--- src/rtl/sdr_req_arbiter_if.sv ---
// sdr_req_arbiter_if: requester, controller and status signals
// master = arbiter side, slave = requesters/controller side
interface sdr_req_arbiter_if #(
  parameter int NUM_REQ = 4
);
  logic               init_done;
  logic [NUM_REQ-1:0] req;
  logic [NUM_REQ-1:0] req_write;
  logic [NUM_REQ-1:0] gnt;
  logic               ctrl_penable;
  logic               ctrl_pwrite;
  logic               ctrl_ref_req;
  logic               ctrl_ref_ack;
  logic               ctrl_cyc_end;
  logic [3:0]         ref_pending;
  logic               ref_overflow;

  modport master (
    input  init_done, req, req_write,
    input  ctrl_ref_ack, ctrl_cyc_end,
    output gnt, ctrl_penable, ctrl_pwrite,
    output ctrl_ref_req, ref_pending,
    output ref_overflow
  );

  modport slave (
    output init_done, req, req_write,
    output ctrl_ref_ack, ctrl_cyc_end,
    input  gnt, ctrl_penable, ctrl_pwrite,
    input  ctrl_ref_req, ref_pending,
    input  ref_overflow
  );
endinterface

--- src/rtl/sdr_req_arbiter.sv ---
// sdr_req_arbiter: shares the SDRAM command path and schedules refresh
// Define SDR_ARB_RR_EN for round-robin, else fixed lowest-index priority
module sdr_req_arbiter #(
  parameter int NUM_REQ      = 4,
  parameter int REF_INTERVAL = 780,
  parameter int MAX_POSTPONE = 8
) (
  input  logic pclk,
  input  logic preset,
  sdr_req_arbiter_if.master bus
);
  localparam int IW = (NUM_REQ > 1) ? $clog2(NUM_REQ) : 1;
  localparam int TW = (REF_INTERVAL > 1) ? $clog2(REF_INTERVAL) : 1;
  localparam logic [3:0] MAXP = 4'(MAX_POSTPONE);
  localparam logic [NUM_REQ-1:0] ONE = NUM_REQ'(1);
  localparam logic [TW-1:0] TLAST = TW'(REF_INTERVAL - 1);

  typedef enum logic [2:0] {
    S_IDLE,
    S_ACCESS,
    S_BUSY,
    S_REF,
    S_REF_WAIT
  } state_t;

  state_t             state_q;
  logic [NUM_REQ-1:0] gnt_q;
  logic               pen_q;
  logic               pw_q;
  logic               rreq_q;
  logic [3:0]         pend_q;
  logic               ovf_q;
  logic [TW-1:0]      tmr_q;
  logic               tick;
  logic               dec;
  logic               win_found;
  logic [IW-1:0]      win_idx;
`ifdef SDR_ARB_RR_EN
  logic [IW-1:0]      ptr_q;
`endif

  assign tick = bus.init_done && (tmr_q == TLAST);
  assign dec  = (state_q == S_REF_WAIT) && !bus.ctrl_ref_ack;

  assign bus.gnt          = gnt_q;
  assign bus.ctrl_penable = pen_q;
  assign bus.ctrl_pwrite  = pw_q;
  assign bus.ctrl_ref_req = rreq_q;
  assign bus.ref_pending  = pend_q;
  assign bus.ref_overflow = ovf_q;

  // Refresh interval timer, frozen while init is incomplete
  always_ff @(posedge pclk or posedge preset) begin
    if (preset) begin
      tmr_q <= '0;
    end else if (bus.init_done) begin
      tmr_q <= tick ? '0 : tmr_q + 1'b1;
    end
  end

  // Pending-refresh counter; tick and service in one cycle cancel out
  always_ff @(posedge pclk or posedge preset) begin
    if (preset) begin
      pend_q <= '0;
      ovf_q  <= 1'b0;
    end else if (tick && !dec) begin
      if (pend_q == MAXP) begin
        ovf_q <= 1'b1;
      end else begin
        pend_q <= pend_q + 1'b1;
      end
    end else if (dec && !tick) begin
      pend_q <= pend_q - 1'b1;
    end
  end

  // Winner selection among active requests
  always_comb begin
    win_found = |bus.req;
    win_idx   = '0;
`ifdef SDR_ARB_RR_EN
    for (int i = NUM_REQ; i >= 1; i--) begin
      if (bus.req[(int'(ptr_q) + i) % NUM_REQ]) begin
        win_idx = IW'((int'(ptr_q) + i) % NUM_REQ);
      end
    end
`else
    for (int i = NUM_REQ - 1; i >= 0; i--) begin
      if (bus.req[i]) begin
        win_idx = IW'(i);
      end
    end
`endif
  end

  // Scheduler: grant accesses, force refresh at the postpone limit
  always_ff @(posedge pclk or posedge preset) begin
    if (preset) begin
      state_q <= S_IDLE;
      gnt_q   <= '0;
      pen_q   <= 1'b0;
      pw_q    <= 1'b0;
      rreq_q  <= 1'b0;
`ifdef SDR_ARB_RR_EN
      ptr_q   <= IW'(NUM_REQ - 1);
`endif
    end else begin
      unique case (state_q)
        S_IDLE: begin
          if (bus.init_done) begin
            if (pend_q == MAXP ||
                (pend_q != '0 && !win_found)) begin
              rreq_q  <= 1'b1;
              state_q <= S_REF;
            end else if (win_found) begin
              gnt_q   <= ONE << win_idx;
              pen_q   <= 1'b1;
              pw_q    <= bus.req_write[win_idx];
              state_q <= S_ACCESS;
`ifdef SDR_ARB_RR_EN
              ptr_q   <= win_idx;
`endif
            end
          end
        end
        S_ACCESS: begin
          if (!bus.ctrl_cyc_end) begin
            pen_q   <= 1'b0;
            pw_q    <= 1'b0;
            state_q <= S_BUSY;
          end
        end
        S_BUSY: begin
          if (bus.ctrl_cyc_end) begin
            gnt_q   <= '0;
            state_q <= S_IDLE;
          end
        end
        S_REF: begin
          if (bus.ctrl_ref_ack) begin
            rreq_q  <= 1'b0;
            state_q <= S_REF_WAIT;
          end
        end
        S_REF_WAIT: begin
          if (!bus.ctrl_ref_ack) begin
            state_q <= S_IDLE;
          end
        end
        default: state_q <= S_IDLE;
      endcase
    end
  end
endmodule

--- src/flat_wrapper.sv ---
// flat-port wrapper written by rule: the top's interface ports become plain ports
module sdr_req_arbiter_flat 
#(
  parameter int NUM_REQ      = 4,
  parameter int REF_INTERVAL = 780,
  parameter int MAX_POSTPONE = 8
)
  (pclk, preset, bus_init_done, bus_req, bus_req_write, bus_ctrl_ref_ack, bus_ctrl_cyc_end, bus_gnt, bus_ctrl_penable, bus_ctrl_pwrite, bus_ctrl_ref_req, bus_ref_pending, bus_ref_overflow);
  sdr_req_arbiter_if #(.NUM_REQ(NUM_REQ)) bus_i ();
  input  logic pclk;
  input  logic preset;
  input wire logic [$bits(bus_i.init_done)-1:0] bus_init_done;
  input wire logic [$bits(bus_i.req)-1:0] bus_req;
  input wire logic [$bits(bus_i.req_write)-1:0] bus_req_write;
  input wire logic [$bits(bus_i.ctrl_ref_ack)-1:0] bus_ctrl_ref_ack;
  input wire logic [$bits(bus_i.ctrl_cyc_end)-1:0] bus_ctrl_cyc_end;
  output wire logic [$bits(bus_i.gnt)-1:0] bus_gnt;
  output wire logic [$bits(bus_i.ctrl_penable)-1:0] bus_ctrl_penable;
  output wire logic [$bits(bus_i.ctrl_pwrite)-1:0] bus_ctrl_pwrite;
  output wire logic [$bits(bus_i.ctrl_ref_req)-1:0] bus_ctrl_ref_req;
  output wire logic [$bits(bus_i.ref_pending)-1:0] bus_ref_pending;
  output wire logic [$bits(bus_i.ref_overflow)-1:0] bus_ref_overflow;
  assign bus_i.init_done = bus_init_done;
  assign bus_i.req = bus_req;
  assign bus_i.req_write = bus_req_write;
  assign bus_i.ctrl_ref_ack = bus_ctrl_ref_ack;
  assign bus_i.ctrl_cyc_end = bus_ctrl_cyc_end;
  assign bus_gnt = bus_i.gnt;
  assign bus_ctrl_penable = bus_i.ctrl_penable;
  assign bus_ctrl_pwrite = bus_i.ctrl_pwrite;
  assign bus_ctrl_ref_req = bus_i.ctrl_ref_req;
  assign bus_ref_pending = bus_i.ref_pending;
  assign bus_ref_overflow = bus_i.ref_overflow;
  sdr_req_arbiter #(.NUM_REQ(NUM_REQ), .REF_INTERVAL(REF_INTERVAL), .MAX_POSTPONE(MAX_POSTPONE)) u_core (.pclk(pclk), .preset(preset), .bus(bus_i));
endmodule
--- config.mk ---
export PLATFORM = sky130hd
export DESIGN_NAME = sdr_req_arbiter_flat
export DESIGN_NICKNAME = d
export VERILOG_FILES = /design/src/rtl/sdr_req_arbiter_if.sv /design/src/rtl/sdr_req_arbiter.sv /design/src/flat_wrapper.sv
export SDC_FILE = /design/constraint.sdc
export NUM_CORES = 1
export LEC_CHECK = 0
export ABC_AREA = 1
export BUFFER_PORTS_ARGS = -buffer_cell sky130_fd_sc_hd__buf_2
export CAP_MARGIN = 20
export CORE_MARGIN = 10
export CORE_UTILIZATION = 55
export DETAILED_ROUTE_END_ITERATION = 6
export MAX_ROUTING_LAYER = met4
export PLACE_DENSITY = 0.78
export SLEW_MARGIN = 20
export SYNTH_ARGS = -nofsm -noshare
export SYNTH_HDL_FRONTEND = slang
export SYNTH_SLANG_ARGS = --single-unit
--- constraint.sdc ---
create_clock -name pclk -period 4.7 [get_ports pclk]
set_input_delay 0.235 -clock pclk [delete_from_list [all_inputs] [get_ports pclk]]
set_output_delay 0.235 -clock pclk [all_outputs]
set_load 0.005 [all_outputs]
==> impl_metrics.csv <==
group,metric,value,unit
timing,drv_slew,0,
synth,synth_flop_cell,"dfrtp_1",
global_routing,antenna_found_initial,0,
detailed_routing,vias_per_cell,5.292,
floorplanning,io_pins,25,
pwr,max-vdd-ir-drop,0.0003761,V
place,port_buffers,24,
global_routing,grt_pass1_wl,6.023,mm
detailed_routing,drc_errors,0,
clocking,cts_setup_buffers,0,
clocking,h-tree-depth,1,
place,routabilityCongestion,0.8937,
layout,syn_to_final_growth,11.73,%
floorplanning,core-area,2781,µm²
detailed_routing,dr.pass1.iters,5,
layout,nNetsFinal,237,
hold_path,hold_class,"in2async",
timing,timing.hold.ws,0.1149,ns
synth,avgSynthCellArea,8.431,µm²
layout,drive_above_1_share,30.14,%
synth,synth-compound-area-share,9.169,%
global_routing,grt_use_total,13.84,%
clocking,post_cts_resized,0,
timing,maxSlewHeadroom,35.36,%
clocking,cts_tree,"built",
pwr,p_leak,0.9513,nW
synth,muxShareOfSynthArea,0,%
floorplanning,die_w,74.11,µm
clocking,ctsLongestPathBuffers,2,
synth,yosysSeqAreaShare,38.85,%
detailed_routing,avgRoutedWirePerCell,13.74,µm
critical_path,path_class,"reg2reg",
clocking,clkSinkCount,25,
timing,rsz0062_at_grt,"false",
critical_path,cp_max_fo,5,
timing,fin_tns_setup,0,ns
floorplanning,die_area,5492,µm²
layout,n_fill_cell,241,
critical_path,arrival,2.40,ns
timing,fin_crit,2.177,ns
synth,ys_ff_latch,25,
synth,synth_top_area_share,38.85,%
detailed_routing,routed_wl,3.435,mm
place,dp.final_hpwl,2.810,mm
timing,worst_pin_slew,0.9685,ns
synth,synth_fa_ha_area_share,3.574,%
clocking,ctsRootBufferMaster,"clkbuf_4",
timing,max_freq,459.4,MHz
timing,finalSetupViolCount,0,
layout,num_antenna_cells,0,
floorplanning,start_util,57.89,%
synth,yosysWarnings,0,
status,status,"finished, final reports clean",
synth,synth_cells,191,
pwr,power.density,524.0,nW/µm²
timing,hold_violations,0,
synth,netlist_area,1610,µm²
detailed_routing,drtIter0Drc,79,
clocking,cts_buffers,3,
synth,synth_top_family_by_area,"simple AND/OR/NAND/NOR gates",
synth,yosysTopAreaCell,"dfrtp_1",
detailed_routing,ant_nets,0,
timing,skew,0.006266,ns
synth,yosysMostFrequentCell,"nand2_1",
synth,synth_area_leaders,"dfrtp_1 39%, nand2_1 10%, inv_1 4.2%, nand3_2 3.7%, nand2_4 3.5%",
synth,synthArstFlopShare,100.0,%
critical_path,crit_path_start_kind,"flip-flop",
synth,synth-simple-area-share,38.07,%
timing,fin_crit_sh,46.31,%
global_routing,grt_pass1_vias,1344,
critical_path,cp.required,4.93,ns
floorplanning,num_rows,19,
synth,synth_cell_type_count,31,
floorplanning,die_height,74.11,µm
global_routing,grt_start_max_net_pins,26,
synth,synth_commonest_cells,"44 x nand2_1, 25 x dfrtp_1, 18 x inv_1",
synth,synth_edf_count,0,
synth,synth-xor-area-share,4.274,%
job,maxCapViolations,0,
detailed_routing,vias,1323,
clocking,hold_buffers,0,
synth,syn_nets,208,
clocking,clock_latency,0.32,ns
layout,regArea,625.6,µm²
clocking,clkTransAtPathRegs,0.15,ns
global_routing,grt-ovfl-total,0,
critical_path,endpoint_kind,"flip-flop",
layout,multi_input_area,887.1,µm²
## stage by stage
| stage | utilization, % | area, µm² | total power, W | setup WS (ns) | cells |
|---|---|---|---|---|---|
| finish | 64.69 | 1799 | 0.0009428 | 2.523 | 250 |
| global route | 64.69 | 1799 | 0.001029 | 2.345 | 250 |
| floorplan | - | 1610 | 0.0007172 | 2.754 | 191 |
| global placement | 63.61 | 1769 | 0.0008239 | 2.669 | 246 |
| detailed placement | 63.61 | 1769 | 0.0008515 | 2.548 | 246 |
| CTS | 64.69 | 1799 | 0.0009535 | 2.529 | 250 |
## final timing paths
path                                        start                         to  slack [ns]  cells after the start
worst max-delay path              u_core.tmr_q[0]  u_core.bus.ref_pending[3]        2.52                     11
worst min-delay path                       preset  u_core.bus.ref_pending[1]        0.11                      2
min in group pclk                      bus_req[2]          u_core.bus.gnt[2]        0.21                      3
worst min register to register  u_core.bus.gnt[2]          u_core.bus.gnt[2]        0.50                      2
max in group asynchronous                  preset    u_core.bus.ref_overflow        4.00                      2
worst max register to register    u_core.tmr_q[0]  u_core.bus.ref_pending[3]        2.52                     11
## cell families after synthesis
| kind of cell | Yosys count |
|---|---|
| adders and majority gates | 4 |
| and+or+nand+nor | 103 |
| AOI/OAI and AO/OA | 26 |
| DFF | 25 |
| xor gates and xnor gates | 7 |
| buffers and inverters | 26 |
## registers in the layout (all words and copies together) (netlist names)
signal                   count
u_core.bus.ref_overflow      1
u_core.state_q               3
u_core.bus.ctrl_ref_req      1
u_core.tmr_q                10
u_core.bus.gnt               4
u_core.bus.ctrl_pwrite       1
u_core.bus.ctrl_penable      1
u_core.bus.ref_pending       4
## routing by layer
| metal | vias up | track usage, % | part of all wire [%] |
|---|---|---|---|
| li1 | 678 | - | - |
| met1 | 623 | 15.57 | 43 |
| met2 | 18 | 24.34 | 53 |
| met3 | 4 | 2.394 | 2.3 |
| met4 | 0 | 4.141 | 0.96 |
| met5 | - | - | 0 |
## report_power, final
group	switching, W	total, W	internal (W)	leakage [nW]
Combinational	0.000280	0.000462	0.000182	0.624
Clock	0.0000682	0.000101	0.0000325	0.0139
Sequential	0.0000880	0.000380	0.000292	0.313
## placed cells by master (no fill, tap or decap), types with 4 or more instances in the layout
cell type	Yosys	final
a21oi_1	8	8
inv_2	8	8
nor2_1	13	13
nand2_4	5	5
o21ai_1	9	9
xor2_1	5	5
nand3_1	11	11
dfrtp_1	25	25
nand3_2	6	6
inv_1	18	18
nor2_2	4	4
buf_2	0	24
nand2_1	44	44
nand4_1	6	6
## cell type report
type,count,share of cell area (%)
Multi-Input combinational cell,140,49.30
Clock inverter,1,0.4172
Sequential cell,25,34.77
Inverter,26,5.424
Clock buffer,3,1.252
Timing Repair Buffer,24,6.676
Tap cell,31,2.156
## worst max-delay path, cell delays in order (launching register included)
cell	delay, ns
dfrtp_1	0.43
ha_1	0.26
nand2_4	0.09
nor2_8	0.17
nand3_2	0.14
ha_1	0.35
nand2_1	0.09
inv_1	0.05
a21oi_1	0.17
nand4_1	0.16
nand4_1	0.13
nand2_1	0.06
(Power assumes the default switching activity.)
